<file path="config.mk">
export PLATFORM = sky130hd
export DESIGN_NAME = console_demux
export DESIGN_NICKNAME = d
export VERILOG_FILES = /design/src/rtl/console_demux.sv
export SDC_FILE = /design/constraint.sdc
export NUM_CORES = 1
export LEC_CHECK = 0
export CELL_PAD_IN_SITES_DETAIL_PLACEMENT = 0
export CELL_PAD_IN_SITES_GLOBAL_PLACEMENT = 1
export CORE_MARGIN = 3
export CORE_UTILIZATION = 34
export DETAILED_ROUTE_END_ITERATION = 7
export PLACE_DENSITY = 0.85
export SLEW_MARGIN = 20
export SYNTH_ARGS = -nofsm -noshare
export SYNTH_HDL_FRONTEND = slang
export SYNTH_SLANG_ARGS = --single-unit
</file>
<file path="constraint.sdc">
create_clock -name clk -period 1.98 [get_ports clk]
set_input_delay 0.198 -clock clk [delete_from_list [all_inputs] [get_ports clk]]
set_output_delay 0.198 -clock clk [all_outputs]
set_load 0.01 [all_outputs]
</file>
<file path="src/rtl/console_demux.sv">
`default_nettype none
// ============================================================================
// Module      : console_demux
// Description : Host-to-console direction of the console mux. Routes the
//               host serial TX line to one of N_PORTS console RX lines.
//               A new selection only takes effect once the line has idled
//               high for IDLE_CYCLES clocks, so a character is never split
//               between two consoles. Unrouted outputs idle high.
// Revision    : 1.0 - initial release
// ============================================================================
module console_demux #(
    parameter int N_PORTS     = 4,
    parameter int SEL_W       = 4,
    parameter int IDLE_CYCLES = 16,
    parameter int CNT_W       = 5
) (
    input  logic               clk,
    input  logic               rst_n,
    input  logic               in,
    input  logic [SEL_W-1:0]   sel,
    output logic [N_PORTS-1:0] out,
    output logic [SEL_W-1:0]   active_sel,
    output logic               active_valid,
    output logic               switching
);

    // Saturation value of the idle counter.
    localparam logic [CNT_W-1:0] c_IDLE_MAX = CNT_W'(IDLE_CYCLES);

    typedef enum logic [0:0] {
        ST_RUN  = 1'b0,
        ST_WAIT = 1'b1
    } state_t;

    state_t             r_state;
    state_t             w_state_nxt;
    logic [SEL_W-1:0]   r_active_sel;
    logic [SEL_W-1:0]   w_active_sel_nxt;
    logic               r_active_valid;
    logic               w_active_valid_nxt;
    logic [CNT_W-1:0]   r_idle_cnt;
    logic [N_PORTS-1:0] r_out;
    logic [N_PORTS-1:0] w_route;
    logic               w_sel_differs;
    logic               w_sel_in_range;
    logic               w_line_idle;

    // Full-width compare: out-of-range codes are distinct targets too.
    assign w_sel_differs  = (sel != r_active_sel);
    // Zero-extend before comparing so any N_PORTS/SEL_W pairing is safe.
    assign w_sel_in_range = ({{(32-SEL_W){1'b0}}, sel} < 32'(N_PORTS));
    // Commit is only allowed at a character boundary: long idle and still high.
    assign w_line_idle    = (r_idle_cnt == c_IDLE_MAX) && in;

    // Count consecutive idle-high clocks, saturating so it never wraps.
    always_ff @(posedge clk) begin
        if (!rst_n) begin
            r_idle_cnt <= '0;
        end else if (!in) begin
            r_idle_cnt <= '0;
        end else if (r_idle_cnt != c_IDLE_MAX) begin
            r_idle_cnt <= r_idle_cnt + CNT_W'(1);
        end
    end

    // One-hot routing mask decoded from the registered selection.
    for (genvar gi = 0; gi < N_PORTS; gi++) begin : g_route
        assign w_route[gi] = r_active_valid && (r_active_sel == SEL_W'(gi));
    end

    // Registered data path: routed port copies the line, all others idle high.
    always_ff @(posedge clk) begin
        if (!rst_n) begin
            r_out <= '1;
        end else begin
            r_out <= ~w_route | {N_PORTS{in}};
        end
    end

    // State and active-selection registers.
    always_ff @(posedge clk) begin
        if (!rst_n) begin
            r_state        <= ST_RUN;
            r_active_sel   <= '0;
            r_active_valid <= 1'b1;
        end else begin
            r_state        <= w_state_nxt;
            r_active_sel   <= w_active_sel_nxt;
            r_active_valid <= w_active_valid_nxt;
        end
    end

    // Next-state logic: request on mismatch, cancel on match, commit when idle.
    always_comb begin
        w_state_nxt        = r_state;
        w_active_sel_nxt   = r_active_sel;
        w_active_valid_nxt = r_active_valid;
        case (r_state)
            ST_RUN: begin
                if (w_sel_differs) begin
                    w_state_nxt = ST_WAIT;
                end
            end
            ST_WAIT: begin
                if (!w_sel_differs) begin
                    w_state_nxt = ST_RUN;
                end else if (w_line_idle) begin
                    w_state_nxt        = ST_RUN;
                    w_active_sel_nxt   = sel;
                    w_active_valid_nxt = w_sel_in_range;
                end
            end
            default: begin
                w_state_nxt = ST_RUN;
            end
        endcase
    end

    assign out          = r_out;
    assign active_sel   = r_active_sel;
    assign active_valid = r_active_valid;
    assign switching    = (r_state == ST_WAIT);

endmodule
`default_nettype wire

</file>
### Word-level counts from Yosys, hierarchy flattened

Cells that the tools add are included.

| word-level totals | value |
|---|---|
| output and inout bits | 10 |
| word-level logic and storage cells | 28 |
| input port bits | 7 |
| register bits after elaboration | 15 |

| operators by class | value |
|---|---|
| reduce and logical (&&, ||, !) cells | 8 |
| equal/unequal tests | 6 |
| muxes and demuxes | 4 |
| bitwise operators | 3 |
| $lt $le $gt $ge | 1 |
| add/sub/neg operators | 1 |

Operator list:

| kind | number |
|---|---|
| $eq A4 B2 Y1 const B | 2 |
| $add A5 B1 Y5 const B | 1 |
| $eq A5 B5 Y1 const B | 1 |
| $logic_and A1 B1 Y1 | 5 |
| $ne A5 B5 Y1 const B | 1 |
| $eq A4 B1 Y1 const B | 1 |
| $logic_not A4 Y1 | 1 |
| $lt A4 B3 Y1 const B | 1 |
| $ne A4 B4 Y1 | 1 |
| $not A4 Y4 | 1 |
| $or A4 B4 Y4 | 1 |
| $mux W1 | 3 |
| $reduce_and A3 Y1 | 1 |
| $pmux W1 S2 | 1 |
| $reduce_and A2 Y1 | 1 |
| $not A1 Y1 | 1 |

### Depth between registers and ports, before layout

| logic depth | value |
|---|---|
| depth after elaboration | 5 |
| depth in mapped cells | 7 |
| gate-level depth less buffers | 6 |

### Worst setup path before layout

OpenSTA, ideal clock, no wires.

| timing | value |
|---|---|
| kind | reg-to-reg |
| start | reg r_idle_cnt[0] |
| end | reg r_active_valid (netlist: active_valid) |
| cell stages (with the launch flop) | 7 |
| clock period less this slack | 1.460 ns |
| data required time | 1.918 ns |
| library setup time | 0.062 ns |
| data arrival time | 1.398 ns |
| path slack | 0.520 ns |
| path through | dfxtp_1 -> inv_1 -> ha_1 -> and4bb_4 -> nand3_2 -> or4_1 -> nand3_1 |

| on the way | value |
|---|---|
| cells in the longest elaborated chain, start to end | 3 |

RTL lines:

| item | line | source |
|---|---|---|
| from (decl) | 41 | `logic [CNT_W-1:0] r_idle_cnt;` |
| from (signal assigned) | 62 | `r_idle_cnt <= r_idle_cnt + CNT_W'(1);` |
| $eq A5 B5 Y1 | 53 | `assign w_line_idle = (r_idle_cnt == c_IDLE_MAX) && in;` |
| $logic_and A1 B1 Y1 | 53 |  |
| $reduce_and A3 Y1 (no line) | - |  |
| to (signal assigned) | 89 | `r_active_valid <= w_active_valid_nxt;` |
| to (decl) | 39 | `logic r_active_valid;` |

No other way between the ends.
A chain may end at the register's enable or synchronous reset.

### Final worst setup path

Ends and elaborated chain as after synthesis.

==> impl_metrics.py <==
metrics = {
    "synthesis": {
        "synthArstFlopShare": 0,
        "yosysSeqAreaShare": 0.477,
        "ys_top_cells_by_area": "dfxtp_1 (48%), xor2_1 (8.3%), mux2i_1 (8.0%)",
        "synth_top_area_cell": "dfxtp_1",
        "synth_edf_count": 0,
        "synthesis.nets": 70,
        "yosysUniqueCellTypes": 23,
        "synth_top_area_share": 0.477,
        "synth.most_common_cell": "dfxtp_1",
        "avgSynthCellArea_um2": 10.3,
        "ys_warn_count": 0,
        "synth_common_cells": "dfxtp_1 (15), xor2_1 (6), mux2i_1 (5), nor2_1 (5)",
        "synth-main-ff-cell": "dfxtp_1",
        "synth_cells": 61,
        "synth_area_um2": 629,
        "synth_seq_cells": 15,
    },
    "floorplan": {
        "die_y_um": 49.0,
        "coreArea_um2": 1630,
        "fp-row-count": 14,
        "io_pins": 17,
        "dieArea_um2": 2400,
        "die_x_um": 49.0,
        "start_util": 0.386,
    },
    "placement": {
        "gp_congestion": 0.739,
        "portBuffers": 16,
        "place_inst": 100,
        "dp_hpwl_um": 865,
    },
    "clock_network": {
        "cts_setup_buffers": 0,
        "clk_latency_ns": 0.28,
        "cts_buffer_depth": 2,
        "root_buffer": "clkbuf_4",
        "cts_buffers": 3,
        "cts.hold.buffers_added": 0,
        "clk_pin_slew_ns": 0.09,
        "cts_resized": 0,
        "cts_sinks": 15,
        "cts_tree": "done",
        "htreeDepth": 1,
    },
    "critical_path": {
        "criticalPathCategory": "reg -> reg",
        "r2r_start": "r_idle_cnt[0]",
        "rr_endpoint": "active_valid",
        "critPathMaxFanout": 5,
        "end_kind": "flip-flop",
        "startpoint_type": "flip-flop",
        "rr_worst_depth": 6,
        "worstPathArrival_ns": 1.79,
        "crit_required_ns": 2.21,
        "startpoint": "r_idle_cnt[0]",
        "worst-r2r-setup-slack_ns": 0.42,
        "endpoint": "active_valid",
    },
    "flow_run": {
        "cap_violations": 0,
    },
    "route": {
        "vias_per_cell": 4.59,
        "drt-initial-drc-count": 2,
        "routed_wl_um": 1120,
        "wl_per_cell_um": 10.8,
        "drtAntennaViolNets": 0,
        "dr.pass1.iters": 2,
        "drc": 0,
        "via_count": 477,
    },
    "finish": {
        "n_antenna_cell": 0,
        "fin_cells": 104,
        "syn2layout_area_growth_pct": 33.2,
        "drive_gt1_frac": 0.0750,
        "fin_nets": 90,
    },
    "grt": {
        "grt_overflow_total": 0,
        "grt_max_degree": 9,
        "grt_util_all_layers": 0.0988,
        "grt_pass1_vias": 467,
        "grt_pass1_wl_um": 1870,
        "antenna_found_initial": 0,
    },
    "sta": {
        "finalSetupViolCount": 0,
        "slew_headroom": 0.693,
        "skew_ns": 0.00302,
        "period_needed_ns": 1.56,
        "slew_violations": 0,
        "hold_viol_final": 0,
        "min_period_over_period": 0.788,
        "worstMarginPinSlew_ns": 0.457,
        "max_freq_mhz": 641,
        "fin_tns_setup_ns": 0,
        "rsz0062_at_grt": "no",
    },
    "status": {
        "outcome": "finished clean",
    },
    "power_and_ir_drop": {
        "leakage_uw": 0.000302,
        "power.density_nw_per_um2": 621,
        "total_power_uw": 520,
        "peakVddDrop_mv": 0.460,
    },
    "worst_hold_path": {
        "hp-class": "reg -> reg",
        "whs_path_depth": 1,
    },
}
## area by class of cell
type,count,area (um^2)
clock buffer,4,26.3
fill,159,791
inverter,2,7.51
multi-input combinational,43,314
sequential,15,300
tap,24,30.0
timing repair buffer,16,160
## report_power, final
| group | switching, uW | internal [uW] |
|---|---|---|
| logic | 16.8 | 23.7 |
| clock network | 92.6 | 78.1 |
| registers | 3.11 | 306 |
| total | 113 | 408 |
## stage by stage
step | setup WS, ns | hold slack [ns] | cell area (um^2) | util
floorplan | 0.520 | 0.270 | 629 | -
global placement | 0.341 | 0.449 | 812 | 0.498
detailed placement | 0.310 | 0.457 | 812 | 0.498
CTS | 0.412 | 0.479 | 838 | 0.515
global route | 0.321 | 0.513 | 838 | 0.515
finish | 0.419 | 0.474 | 838 | 0.515
## registers in the layout, indices dropped and copies added (netlist names)
name          cells
switching         1
active_valid      1
out               4
active_sel        4
r_idle_cnt        5
## worst max-delay path: stages, from the launching register on
cell	delay, ns
dfxtp_1	0.33
inv_1	0.09
ha_1	0.16
and4bb_4	0.29
nand3_2	0.09
or4_1	0.46
nand3_1	0.09
## placed cells by master, fill, tap and decap left out, types with 2 or more instances in the layout
| cell | instances |
|---|---|
| clkbuf_4 | 3 |
| clkdlybuf4s50_1 | 16 |
| dfxtp_1 | 15 |
| ha_1 | 2 |
| inv_1 | 2 |
| mux2i_1 | 5 |
| nand2_1 | 3 |
| nand3_1 | 4 |
| nor2_1 | 5 |
| nor2b_1 | 4 |
| xnor2_1 | 2 |
| xor2_1 | 6 |
## worst min-delay path by stage
stage                              from      endpoint  slack [ns]
final                     active_sel[1]        out[2]        0.47
after global routing      active_sel[1]        out[2]        0.51
after CTS                 active_sel[1]        out[2]        0.48
after detailed placement  active_sel[1]        out[2]        0.46
after global placement    active_sel[1]        out[2]        0.45
after floorplan                   rst_n  active_valid        0.27
## logic make-up (layout without fill, tap and decap cells)
group / Yosys count / count (layout) / synth area share
xor gates and xnor gates: 8 / 8 / 0.111
DFF: 15 / 15 / 0.477
and+or+nand+nor: 27 / 27 / 0.260
AOI/OAI and AO/OA: 1 / 1 / 0.00794
adders and majority gates: 2 / 2 / 0.0398
muxes: 5 / 5 / 0.0795
buffers and inverters: 3 / 22 / 0.0239
## metal layers
metal,global-route usage,wire length [um],up-vias
met5,0,0,-
met2,0.163,527,11
met4,0.0569,0,0
met3,0.0275,50,0
li1,-,-,246
met1,0.114,543,220
Power figures use the tool's default switching activity.
